[config.mk]
export PLATFORM = sky130hd
export DESIGN_NAME = quad_job_sequencer
export DESIGN_NICKNAME = d
export VERILOG_FILES = /design/src/rtl/quad_job_sequencer.sv
export SDC_FILE = /design/constraint.sdc
export NUM_CORES = 1
export LEC_CHECK = 0
export ABC_AREA = 1
export BUFFER_PORTS_ARGS = -buffer_cell sky130_fd_sc_hd__buf_2
export CAP_MARGIN = 20
export CORE_MARGIN = 2
export CORE_UTILIZATION = 35
export CTS_BUF_LIST = sky130_fd_sc_hd__clkbuf_8
export CTS_CLUSTER_SIZE = 8
export DETAILED_ROUTE_END_ITERATION = 10
export SYNTH_ARGS = -nofsm -noshare
export SYNTH_HDL_FRONTEND = slang
export SYNTH_SLANG_ARGS = --single-unit
[constraint.sdc]
create_clock -name clk_if -period 8 [get_ports clk_if]
set_input_delay 0.8 -clock clk_if [delete_from_list [all_inputs] [get_ports clk_if]]
set_output_delay 0.8 -clock clk_if [all_outputs]
set_load 0.02 [all_outputs]
[src/rtl/quad_job_sequencer.sv]
// Job-descriptor FIFO feeding a single quad through a start / fetch / run / done handshake FSM,
// with a per-state timeout that parks the block in ERROR until soft_clr.
module quad_job_sequencer #(
    parameter int C_FIFO_DEPTH = 4,
    parameter int C_TIMEOUT    = 65535
) (
    input  logic         clk_if,
    input  logic         rst,
    input  logic         host_job_valid,
    output logic         host_job_ready,
    input  logic [127:0] host_job_params,
    output logic         job_start,
    output logic [127:0] job_parameters,
    output logic         job_parameters_valid,
    input  logic         job_accept,
    input  logic         job_fetch_request,
    output logic         job_fetch_ack,
    output logic         job_fetch_complete,
    output logic         dma_start,
    input  logic         dma_done,
    input  logic         job_complete,
    output logic         job_complete_ack,
    input  logic         soft_clr,
    output logic         busy,
    output logic         err,
    output logic [15:0]  jobs_done
);

    localparam int AW = (C_FIFO_DEPTH > 1) ? $clog2(C_FIFO_DEPTH) : 1;
    localparam int TW = $clog2(C_TIMEOUT + 1);

    typedef enum logic [2:0] {
        S_IDLE, S_START, S_FETCH_REQ, S_FETCH_WAIT, S_RUN, S_DONE, S_ERROR
    } state_t;

    logic [127:0]  fifo_mem [C_FIFO_DEPTH];
    logic [AW-1:0] wr_ptr_q, wr_ptr_d, rd_ptr_q, rd_ptr_d;
    logic [AW:0]   count_q, count_d;
    logic          push, pop, fifo_full, fifo_empty;

    state_t        state_q, state_d;
    logic [TW-1:0] timer_q, timer_d;
    logic          timeout, counting;
    logic [1:0]    sync_q;

    logic          start_q, start_d;
    logic [127:0]  params_q, params_d;
    logic          fetch_ack_q, fetch_ack_d;
    logic          fetch_complete_q, fetch_complete_d;
    logic          dma_start_q, dma_start_d;
    logic          complete_ack_q, complete_ack_d;
    logic          err_q, err_d;
    logic [15:0]   jobs_done_q, jobs_done_d;

    // A pop in the same cycle frees a slot, so a full FIFO can still take a push.
    assign fifo_full      = (count_q == (AW+1)'(C_FIFO_DEPTH));
    assign fifo_empty     = (count_q == '0);
    assign pop            = (state_q == S_START) && job_accept;
    assign host_job_ready = !fifo_full || pop;
    assign push           = host_job_valid && host_job_ready;

    assign counting = (state_q == S_START) || (state_q == S_FETCH_REQ) ||
                      (state_q == S_FETCH_WAIT) || (state_q == S_RUN);
    assign timeout  = counting && (timer_q == TW'(C_TIMEOUT - 1));

    always_comb begin
        wr_ptr_d = push ? wr_ptr_q + AW'(1) : wr_ptr_q;
        rd_ptr_d = pop  ? rd_ptr_q + AW'(1) : rd_ptr_q;
        count_d  = count_q;
        case ({push, pop})
            2'b10:   count_d = count_q + (AW+1)'(1);
            2'b01:   count_d = count_q - (AW+1)'(1);
            default: count_d = count_q;
        endcase
    end

    always_comb begin
        state_d          = state_q;
        fetch_ack_d      = 1'b0;
        dma_start_d      = 1'b0;
        fetch_complete_d = 1'b0;
        complete_ack_d   = 1'b0;
        err_d            = err_q && !soft_clr;
        jobs_done_d      = jobs_done_q;
        case (state_q)
            S_IDLE: begin
                if (!fifo_empty && sync_q[1]) state_d = S_START;
            end
            S_START: begin
                if (job_accept)   state_d = S_FETCH_REQ;
                else if (timeout) state_d = S_ERROR;
            end
            S_FETCH_REQ: begin
                if (job_fetch_request) begin
                    fetch_ack_d = 1'b1;
                    dma_start_d = 1'b1;
                    state_d     = S_FETCH_WAIT;
                end else if (timeout) begin
                    state_d = S_ERROR;
                end
            end
            S_FETCH_WAIT: begin
                if (dma_done) begin
                    fetch_complete_d = 1'b1;
                    state_d          = S_RUN;
                end else if (timeout) begin
                    state_d = S_ERROR;
                end
            end
            // Completion takes priority over a simultaneous extra fetch request.
            S_RUN: begin
                if (job_complete) begin
                    complete_ack_d = 1'b1;
                    state_d        = S_DONE;
                end else if (job_fetch_request) begin
                    fetch_ack_d = 1'b1;
                    dma_start_d = 1'b1;
                    state_d     = S_FETCH_WAIT;
                end else if (timeout) begin
                    state_d = S_ERROR;
                end
            end
            S_DONE: begin
                jobs_done_d = jobs_done_q + 16'd1;
                state_d     = S_IDLE;
            end
            S_ERROR: begin
                if (soft_clr) state_d = S_IDLE;
            end
            default: state_d = S_IDLE;
        endcase
        if (state_d == S_ERROR && state_q != S_ERROR) err_d = 1'b1;

        start_d  = (state_d == S_START);
        params_d = start_d ? fifo_mem[rd_ptr_q] : '0;

        if (state_d != state_q) timer_d = '0;
        else if (counting)      timer_d = timer_q + TW'(1);
        else                    timer_d = '0;
    end

    always_ff @(posedge clk_if) begin
        if (push) fifo_mem[wr_ptr_q] <= host_job_params;
    end

    // Reset asserts asynchronously; sync_q gates the first IDLE exit until release is clock-aligned.
    always_ff @(posedge clk_if or negedge rst) begin
        if (!rst) begin
            sync_q           <= 2'b00;
            wr_ptr_q         <= '0;
            rd_ptr_q         <= '0;
            count_q          <= '0;
            state_q          <= S_IDLE;
            timer_q          <= '0;
            start_q          <= 1'b0;
            params_q         <= '0;
            fetch_ack_q      <= 1'b0;
            fetch_complete_q <= 1'b0;
            dma_start_q      <= 1'b0;
            complete_ack_q   <= 1'b0;
            err_q            <= 1'b0;
            jobs_done_q      <= '0;
        end else begin
            sync_q           <= {sync_q[0], 1'b1};
            wr_ptr_q         <= wr_ptr_d;
            rd_ptr_q         <= rd_ptr_d;
            count_q          <= count_d;
            state_q          <= state_d;
            timer_q          <= timer_d;
            start_q          <= start_d;
            params_q         <= params_d;
            fetch_ack_q      <= fetch_ack_d;
            fetch_complete_q <= fetch_complete_d;
            dma_start_q      <= dma_start_d;
            complete_ack_q   <= complete_ack_d;
            err_q            <= err_d;
            jobs_done_q      <= jobs_done_d;
        end
    end

    assign job_start            = start_q;
    assign job_parameters_valid = start_q;
    assign job_parameters       = params_q;
    assign job_fetch_ack        = fetch_ack_q;
    assign job_fetch_complete   = fetch_complete_q;
    assign dma_start            = dma_start_q;
    assign job_complete_ack     = complete_ack_q;
    assign err                  = err_q;
    assign jobs_done            = jobs_done_q;
    assign busy                 = (state_q != S_IDLE);

endmodule

# Word-level counts from Yosys, hierarchy flattened
# Memories as Yosys holds them, arrays and structs flattened.
# Index checks and enable logic that the tools add are counted.
[totals]
ff_bits = 177
latchBits = 0
ramBits = 512
mem_bits_ro = 0
input_bits = 136
out_inout_bits = 153
word_cells = 73
n_memories = 1
[classes]
add_sub_neg = 6
mul = 0
div_mod_pow = 0
magnitude_cmp = 0
eq_ne = 14
shifts = 0
mux = 22
n_bitwise = 0
n_reduce_logical = 17
[memory_table]
columns = ["name", "words", "width", "read_ports", "rd_clocked_by_memory_dff", "wr", "line_no", "text"]
rows = [
  ["fifo_mem", 4, 128, 1, 0, 1, "36", "logic [127:0] fifo_mem [C_FIFO_DEPTH];"],
]
[ops]
columns = ["cell", "count"]
rows = [
  ["2-to-1 mux 128 bit", 1],
  ["adder 16 x 1 -> 16 bit, second input constant", 2],
  ["2-to-1 mux 16 bit", 2],
  ["2-to-1 mux 3 bit", 7],
  ["case mux 3 bit (6 select lines)", 1],
  ["equality test 16 bit, second input constant", 1],
  ["equality test 3 bit, second input constant", 5],
  ["2-to-1 mux 1 bit", 9],
  ["equality test 3 x 1 -> 1 bit, second input constant", 2],
  ["equality test 3 x 2 -> 1 bit, second input constant", 2],
  ["logical AND 1 bit", 6],
  ["logical NOT 3 bit", 2],
  ["case mux 3 bit (2 select lines)", 1],
  ["adder 2 x 1 -> 2 bit, second input constant", 2],
  ["logical OR 1 bit", 4],
  ["adder 3 x 1 -> 3 bit, second input constant", 1],
  ["logical NOT 1 bit", 3],
  ["!= test 3 bit", 1],
  ["!= test 3 bit, second input constant", 1],
  ["nonzero test 3 bit", 1],
  ["subtractor 3 x 1 -> 3 bit, second input constant", 1],
  ["equality test 2 x 1 -> 1 bit, second input constant", 1],
  ["equality test 2 bit, second input constant", 1],
  ["case mux 1 bit (2 select lines)", 1],
  ["nonzero test 2 bit", 1],
]

# Longest topological paths before layout
# Gate-level depths: netlist (run 1).
[depth]
depth_word = 12
ltp_mapped = 16
ltp_nobuf = 15

# Worst setup path before layout (run 1)
# Ideal clock, no wire load.
[synth_path]
path_type = "input -> register"
startpoint = "input port job_accept"
endpoint = "memory fifo_mem[0][0], enable pin"
setup_ps = 617
t_arrival_ps = 7009
t_required_ps = 7383
path_slack_ps = 374
path_stages = 4
n_path_buf = 0
path_cell_list = "inv_1 o2111ai_1 nand2_1 nor2_1"
[synth_between]
elab_chain_len = 5
[synth_rtl]
columns = ["item", "line_no", "text"]
rows = [
  ["from (decl)", "15", "input logic job_accept,"],
  ["logical AND 1 bit", "58", "assign pop = (state_q == S_START) && job_accept;"],
  ["logical OR 1 bit", "59", "assign host_job_ready = !fifo_full || pop;"],
  ["via host_job_ready", "10", "output logic host_job_ready,"],
  ["logical AND 1 bit", "60", "assign push = host_job_valid && host_job_ready;"],
  ["2-to-1 mux 1 bit", "143", "if (push) fifo_mem[wr_ptr_q] <= host_job_params;"],
  ["2-to-1 mux 1 bit (implied by the code)", "143", ""],
  ["to (decl)", "36", ""],
]
# The timed path passes the listed nets, and every way through them passes these cells.

# Worst setup path after layout (run 1)
[layout_path]
startpoint = "register state_q[2]"
endpoint = "memory fifo_mem[3][97], enable pin"
[layout_between]
elab_chain_len = 6
[layout_rtl]
columns = ["item", "line_no", "text"]
rows = [
  ["from (decl)", "41", "state_t state_q, state_d;"],
  ["from (signal assigned)", "168", "state_q <= state_d;"],
  ["equality test 3 x 1 -> 1 bit", "58", ""],
  ["logical AND 1 bit", "58", ""],
  ["logical OR 1 bit", "59", ""],
  ["logical AND 1 bit", "60", ""],
  ["2-to-1 mux 1 bit", "143", ""],
  ["2-to-1 mux 1 bit (implied by the code)", "143", ""],
]
# No other way between the ends.

==> flow_metrics.py, run 1 <==
metrics = {
    "timing": {
        "tns_ps": 0,
        "max-slew-margin-rel_pct": 28.2,
        "layout_min_cycle_time_ps": 3670,
        "rsz0062_at_grt": "false",
        "fmax_ghz": 0.273,
        "setup_violations": 0,
        "fin_worst_skew_ps": 37.4,
        "finalCritPeriodShare_pct": 45.8,
        "finalMaxSlewViolations": 0,
        "max_slew.worst_pin.slew_ps": 1080,
        "holdWs_ps": 96.9,
        "finalHoldViolCount": 0,
    },
    "critical_path": {
        "crit_arrival_ps": 3980,
        "worst_setup_path_end_kind": "register",
        "slowest_delay_ps": 880,
        "crit_slowest_cell": "nor2_4",
        "cp.required_ps": 8310,
        "critPathLaunch": "state_q[2]",
        "startpoint_type": "register",
        "r2r-start": "state_q[2]",
        "critPathMaxFanout": 61,
        "crit_type": "register to register",
        "worstPathCellList": "nor3_2 > inv_2 > o2111ai_1 > nand2_1 > nor2_4 > buf_4",
        "rrSetupSlack_ps": 4330,
    },
    "routing": {
        "dr.max_layer_used": "met5",
        "wl_um": 58700,
        "vias_per_cell": 4.81,
        "drt-met1-wl_um": 24600,
        "dr_wl_met3_um": 3520,
        "drt_first_pass_iters": 5,
        "drc": 0,
        "drtIter0Drc": 862,
        "avgRoutedWirePerCell_um": 18.4,
        "via_count": 15300,
        "postRouteAntennaNets": 0,
        "met2_length_um": 29300,
    },
    "synthesis": {
        "synthArstFlopShare_pct": 25.7,
        "syn_area_mm2": 0.0253,
        "synth-edff-count": 512,
        "synth_nets": 1970,
        "synth_seq_area_share_pct": 78.3,
        "ys_top_cells_by_area": "edfxtp_1 (61%), dfrtp_1 (18%), nand2_1 (6.6%)",
        "synthMuxAreaShare_pct": 0,
        "synth_cell_types": 36,
        "synth_top_cell_by_area": "edfxtp_1",
        "synthSimpleGateAreaFrac_pct": 8.55,
        "yosysWarnings": 0,
        "synth_fa_ha_area_share_pct": 0.475,
        "avgSynthCellArea_um2": 13.9,
        "synth_top_family_by_area": "compound AO/OA/AOI/OAI gates",
        "synth_top_area_share_pct": 60.8,
        "syn_inst": 1825,
        "synth_ff_type": "edfxtp_1",
        "synth_compound_area_share_pct": 9.35,
        "yosys_register_bits": 689,
        "synth-xor-area-share_pct": 0.757,
    },
    "final_layout": {
        "nets": 2281,
        "drive_gt1_share_pct": 21.7,
        "mostFrequentLayoutCell": "edfxtp_1",
        "area_delta_synth_final_pct": 18.6,
        "layout_common_cells": "edfxtp_1 (512), nand2_1 (447), buf_2 (287)",
    },
    "pwr": {
        "p_sw_uw": 3990,
        "p_clk_share_pct": 27.2,
        "power_density_mw_per_mm2": 373,
        "leakagePower_uw": 0.0120,
        "p_seq_share_pct": 45.8,
        "switching_share_pct": 35.7,
        "p_int_uw": 7190,
        "max-vdd-ir-drop_mv": 0.220,
        "finalPower_uw": 11200,
        "comb_power_share_pct": 27.1,
    },
    "die": {
        "die_h_um": 273,
        "die_area_mm2": 0.0744,
        "core-area_mm2": 0.0715,
        "std_cell_rows": 98,
        "ios": 289,
        "die_w_um": 273,
        "start_util_pct": 35.4,
    },
    "global_route": {
        "grt_max_degree": 173,
        "antenna_found_initial": 12,
        "grt_pass1_vias": 15500,
        "grt_pass1_wl_um": 89200,
        "grt_overflow": 0,
        "groute.usage.overall_pct": 15.6,
    },
    "clocking": {
        "cts_tree": "yes",
        "clk_latency_ps": 720,
        "root_buffer": "clkbuf_8",
        "clk_pin_slew_ps": 60,
        "cts.hold.buffers_added": 0,
        "post_cts_resized": 0,
        "post_cts_buffers": 0,
        "cts_max_level": 3,
        "cts_sinks": 689,
        "cts_buffer_depth": 3,
        "cts_made_buffers": 114,
    },
    "hold_path": {
        "hold_class": "input port to asynchronous set/reset pin",
    },
    "placed_design": {
        "gp_congestion": 0.784,
        "portBuffers": 288,
        "hpwlAfterDp_um": 30700,
    },
    "run": {
        "drv_cap": 0,
    },
    "run_status": {
        "outcome": "finished clean",
    },
}
[final timing paths]
kind / cells after the start / to
max: 6 / fifo_mem[3][97]
min: 1 / timer_q[11]
max reg2reg: 6 / fifo_mem[3][97]
min reg2reg: 0 / sync_q[1]
max in group asynchronous: 2 / job_parameters[48]
min in group clk_if: 1 / fifo_mem[1][97]
[final cells by class]
class | count | area, um^2
antenna | 2 | 5.00
clock buffer | 126 | 1730
clock inverter | 86 | 548
fill | 6517 | 41500
inverter | 56 | 220
multi-input combinational | 975 | 4870
sequential | 689 | 19800
tap | 950 | 1190
timing repair buffer | 300 | 1600
[metal layers]
metal / up-vias / GRT usage [%]
met5: - / 0
met4: 20 / 4.97
met3: 109 / 3.97
met2: 393 / 26.6
met1: 7627 / 19.3
li1: 7176 / -
[power by group through the flow]
stage	combinational [uW]	clock, uW	sequential [uW]
6_report	3030	3040	5120
2_1_floorplan	1750	0	5460
3_5_place_dp	3090	0	5190
5_1_grt	3360	3310	5200
4_1_cts	3110	3140	5130
3_3_place_gp	3010	0	5170
[cells by family (layout without fill, tap and decap cells)]
group,after synthesis,count (layout)
AOI/OAI and AO/OA,403,403
xor gates and xnor gates,21,21
adders and majority gates,9,9
buffers and inverters,161,568
DFF,689,689
other,1,3
and+or+nand+nor,541,541
[cell usage after synthesis (8+ instances only)]
master and count:
a211oi_1 128, ha_1 8, nor2_2 12, dfrtp_1 177
xor2_1 11, xnor2_1 9, edfxtp_1 512, nand2_1 447
buf_2 15, nor2_1 31, nand3_1 32, a21oi_1 259
inv_1 52, clkbuf_1 85
[sequential cells by signal, summed over array words and instances, names as in the netlist, 2 cells and up]
signal,cells
fifo_mem,512
job_parameters,128
jobs_done,16
timer_q,16
count_q,3
state_q,3
rd_ptr_q,2
sync_q,2
wr_ptr_q,2
[critical path: cells and delay by family (launching register included)]
| family | cells | cell delay [ps] |
|---|---|---|
| buffers and inverters | 2 | 970 |
| AND/OR/NAND/NOR | 3 | 1530 |
| AO/OA/AOI/OAI | 1 | 220 |
| flip-flops | 1 | 470 |
[through the flow]
step                      utilization (%)  instances  worst slack, ps  instance area, um^2
after floorplan                         -       1825              374                25300
after global placement               38.7       2970             4030                27700
after detailed placement             38.7       2970             4070                27700
after CTS                            41.9       3182             4210                30000
after global routing                 41.9       3183             4020                30000
final                                41.9       3184             4330                30000
No activity file was read; power rests on OpenSTA's default activity.
==> inputs of run 2 (changes only) <==
ABC_AREA = 0   (was 1)
clock period = 3.62 ns   (was 8 ns; I/O delays follow)
==> run 2 against run 1 <==
  * Total power is 110% higher
  * Sequential share of layout area is 2.9 points lower
  * Utilization is 2.7 points higher
  * Non-clock buffer count is 142 higher
  * Synthesized area is 1.3% lower
  * Largest power group unchanged
==> flow_metrics.py, run 2 <==
metrics = {
    "routing": {
        "drt-met1-wl_um": 23300,
        "avgRoutedWirePerCell_um": 19.8,
        "wl_um": 54200,
        "via_count": 12700,
        "dr_wl_met3_um": 3060,
        "postRouteAntennaNets": 0,
        "dr.max_layer_used": "met4",
        "vias_per_cell": 4.63,
        "drtIter0Drc": 738,
        "met2_length_um": 26600,
        "drc": 0,
        "drt_first_pass_iters": 4,
    },
    "synthesis": {
        "synth_commonest_cells": "edfxtp_1 (512), dfrtp_1 (177), nor2b_1 (131)",
        "synth.most_common_cell": "edfxtp_1",
        "yosys_register_bits": 689,
        "synth_nets": 1329,
        "synth_top_area_share_pct": 61.6,
        "syn_inst": 1184,
        "syn_area_mm2": 0.0250,
        "yosysWarnings": 0,
        "synth-edff-count": 512,
        "ys_top_cells_by_area": "edfxtp_1 (62%), dfrtp_1 (18%), mux4_2 (12%)",
        "synthArstFlopShare_pct": 25.7,
        "synth_ff_type": "edfxtp_1",
        "synth_seq_area_share_pct": 79.4,
        "avgSynthCellArea_um2": 21.1,
        "synth_top_cell_by_area": "edfxtp_1",
        "synth_cell_types": 47,
    },
    "clocking": {
        "clk_pin_slew_ps": 60,
        "cts_made_buffers": 113,
        "cts_tree": "yes",
        "cts_buffer_depth": 3,
        "cts_max_level": 3,
        "post_cts_resized": 0,
        "root_buffer": "clkbuf_8",
        "cts_sinks": 689,
        "clk_latency_ps": 720,
    },
    "placed_design": {
        "dp_cells": 2383,
        "place_area_mm2": 0.0278,
        "gp_congestion": 0.820,
        "portBuffers": 288,
        "hpwlAfterDp_um": 30800,
    },
    "final_layout": {
        "largest_reg_flops": 512,
        "drive_gt1_share_pct": 33.6,
        "area_delta_synth_final_pct": 25.6,
        "mostFrequentLayoutCell": "edfxtp_1",
        "stdcell_count": 2732,
        "layout_common_cells": "edfxtp_1 (512), buf_2 (287), dfrtp_1 (175)",
        "nets": 1835,
        "top_register": "fifo_mem",
        "postLayoutCellArea_mm2": 0.0313,
    },
    "critical_path": {
        "crit_slowest_cell": "and3_4",
        "startpoint_type": "register",
        "critPathMaxFanout": 29,
        "crit_type": "register to register",
        "crit_path_end": "fifo_mem[1][16]",
        "worst_setup_path_end_kind": "register",
        "worstPathCellList": "nand2b_1 > o2111ai_1 > and3_4 > buf_4",
        "critPathLaunch": "state_q[2]",
        "cp.required_ps": 3970,
        "r2r-start": "state_q[2]",
        "crit_arrival_ps": 3170,
        "rrSetupSlack_ps": 800,
        "r2r-end": "fifo_mem[1][16]",
        "slowest_delay_ps": 650,
        "cp_num_cells": 4,
        "reg2reg_depth": 4,
        "path_buf_inv": 1,
        "path_delay_family": "simple AND/OR/NAND/NOR gates",
    },
    "pwr": {
        "leakagePower_uw": 0.0121,
        "max-vdd-ir-drop_mv": 0.443,
        "power_density_mw_per_mm2": 747,
        "finalPower_uw": 23400,
    },
    "timing": {
        "setup_violations": 0,
        "max_slew.worst_pin.slew_ps": 683,
        "finalHoldViolCount": 0,
        "max-slew-margin-rel_pct": 54.3,
        "rsz0062_at_grt": "false",
        "finalMaxSlewViolations": 0,
        "fin_worst_skew_ps": 40.1,
        "finalCritPeriodShare_pct": 78.0,
        "fmax_ghz": 0.354,
        "tns_ps": 0,
        "holdWs_ps": 138,
        "layout_min_cycle_time_ps": 2820,
    },
    "run": {
        "drv_cap": 0,
    },
    "global_route": {
        "groute.usage.overall_pct": 15.0,
        "grt_pass1_vias": 14000,
        "grt_max_degree": 78,
        "grt_overflow": 0,
        "grt_pass1_wl_um": 83500,
        "antenna_found_initial": 3,
    },
    "die": {
        "ios": 289,
        "start_util_pct": 35.5,
        "die_area_mm2": 0.0734,
        "std_cell_rows": 97,
        "die_h_um": 271,
        "die_w_um": 271,
        "core-area_mm2": 0.0703,
    },
    "hold_path": {
        "hold_class": "input port to register",
        "min_from": "host_job_valid",
    },
    "run_status": {
        "outcome": "finished clean",
    },
}
-- run 2: cell count changes after synthesis, moves of 17 or more --
cell / change
nand3_1: -17
a21oi_1: -238
inv_1: -38
nand2_1: -429
nor2b_1: +131
a211oi_1: -127
clkbuf_1: -53
mux4_2: +128
-- run 2: worst reg2reg max path: cells and delay by family (launching register included) --
| kind | cells | cell delay, ps |
|---|---|---|
| buf+inv | 1 | 470 |
| flops | 1 | 540 |
| simple gates | 2 | 920 |
| compound gates | 1 | 520 |
-- run 2: cell type report --
type                            count  area (um^2)
Fill cell                        6100        38900
Sequential cell                   689        19800
Multi-Input combinational cell    430         4900
Timing Repair Buffer              442         3150
Clock buffer                      131         1800
Tap cell                          940         1180
Clock inverter                     84          449
Inverter                           14         52.6
Antenna cell                        2         5.00
-- run 2: what timing repair did --
item	CTS	global route
hold buffers	132	0
setup buffers	0	0
endpoints found under the hold margin	591	0
-- run 2: worst min-delay path by stage --
stage | endpoint | slack, ps | depth (start not counted)
final | wr_ptr_q[0] | 140 | 3
after floorplan | count_q[0] | 70 | 0
after global placement | sync_q[1] | 340 | 0
after global routing | dma_start | 90 | 3
after CTS | wr_ptr_q[0] | 50 | 3
after detailed placement | sync_q[1] | 340 | 0
-- run 2: metrics by stage --
stage / setup slack, ps / utilization [%]
after floorplan: 316 / -
after global placement: 886 / 39.5
after detailed placement: 805 / 39.5
after CTS: 799 / 44.6
after global routing: 556 / 44.6
final: 798 / 44.6
-- run 2: kinds of logic after synthesis --
| logic type | synth area share [%] |
|---|---|
| simple gates | 5.04 |
| other cells | 0.0150 |
| buf+inv | 1.15 |
| xor+xnor | 1.26 |
| mux | 11.6 |
| flops | 79.4 |
| compound gates | 1.04 |
| fa+ha+maj | 0.481 |
-- run 2: per-layer routing --
| metal | up-vias | track usage (%) |
|---|---|---|
| met1 | 6605 | 19.1 |
| li1 | 5634 | - |
| met3 | 100 | 4.23 |
| met2 | 315 | 24.7 |
| met5 | - | 0 |
| met4 | 0 | 4.59 |
-- run 2: power breakdown --
group | total (uW) | internal, uW | switching [uW]
clock | 6550 | 3470 | 3080
sequential | 10900 | 10300 | 651
combinational | 5960 | 2700 | 3260
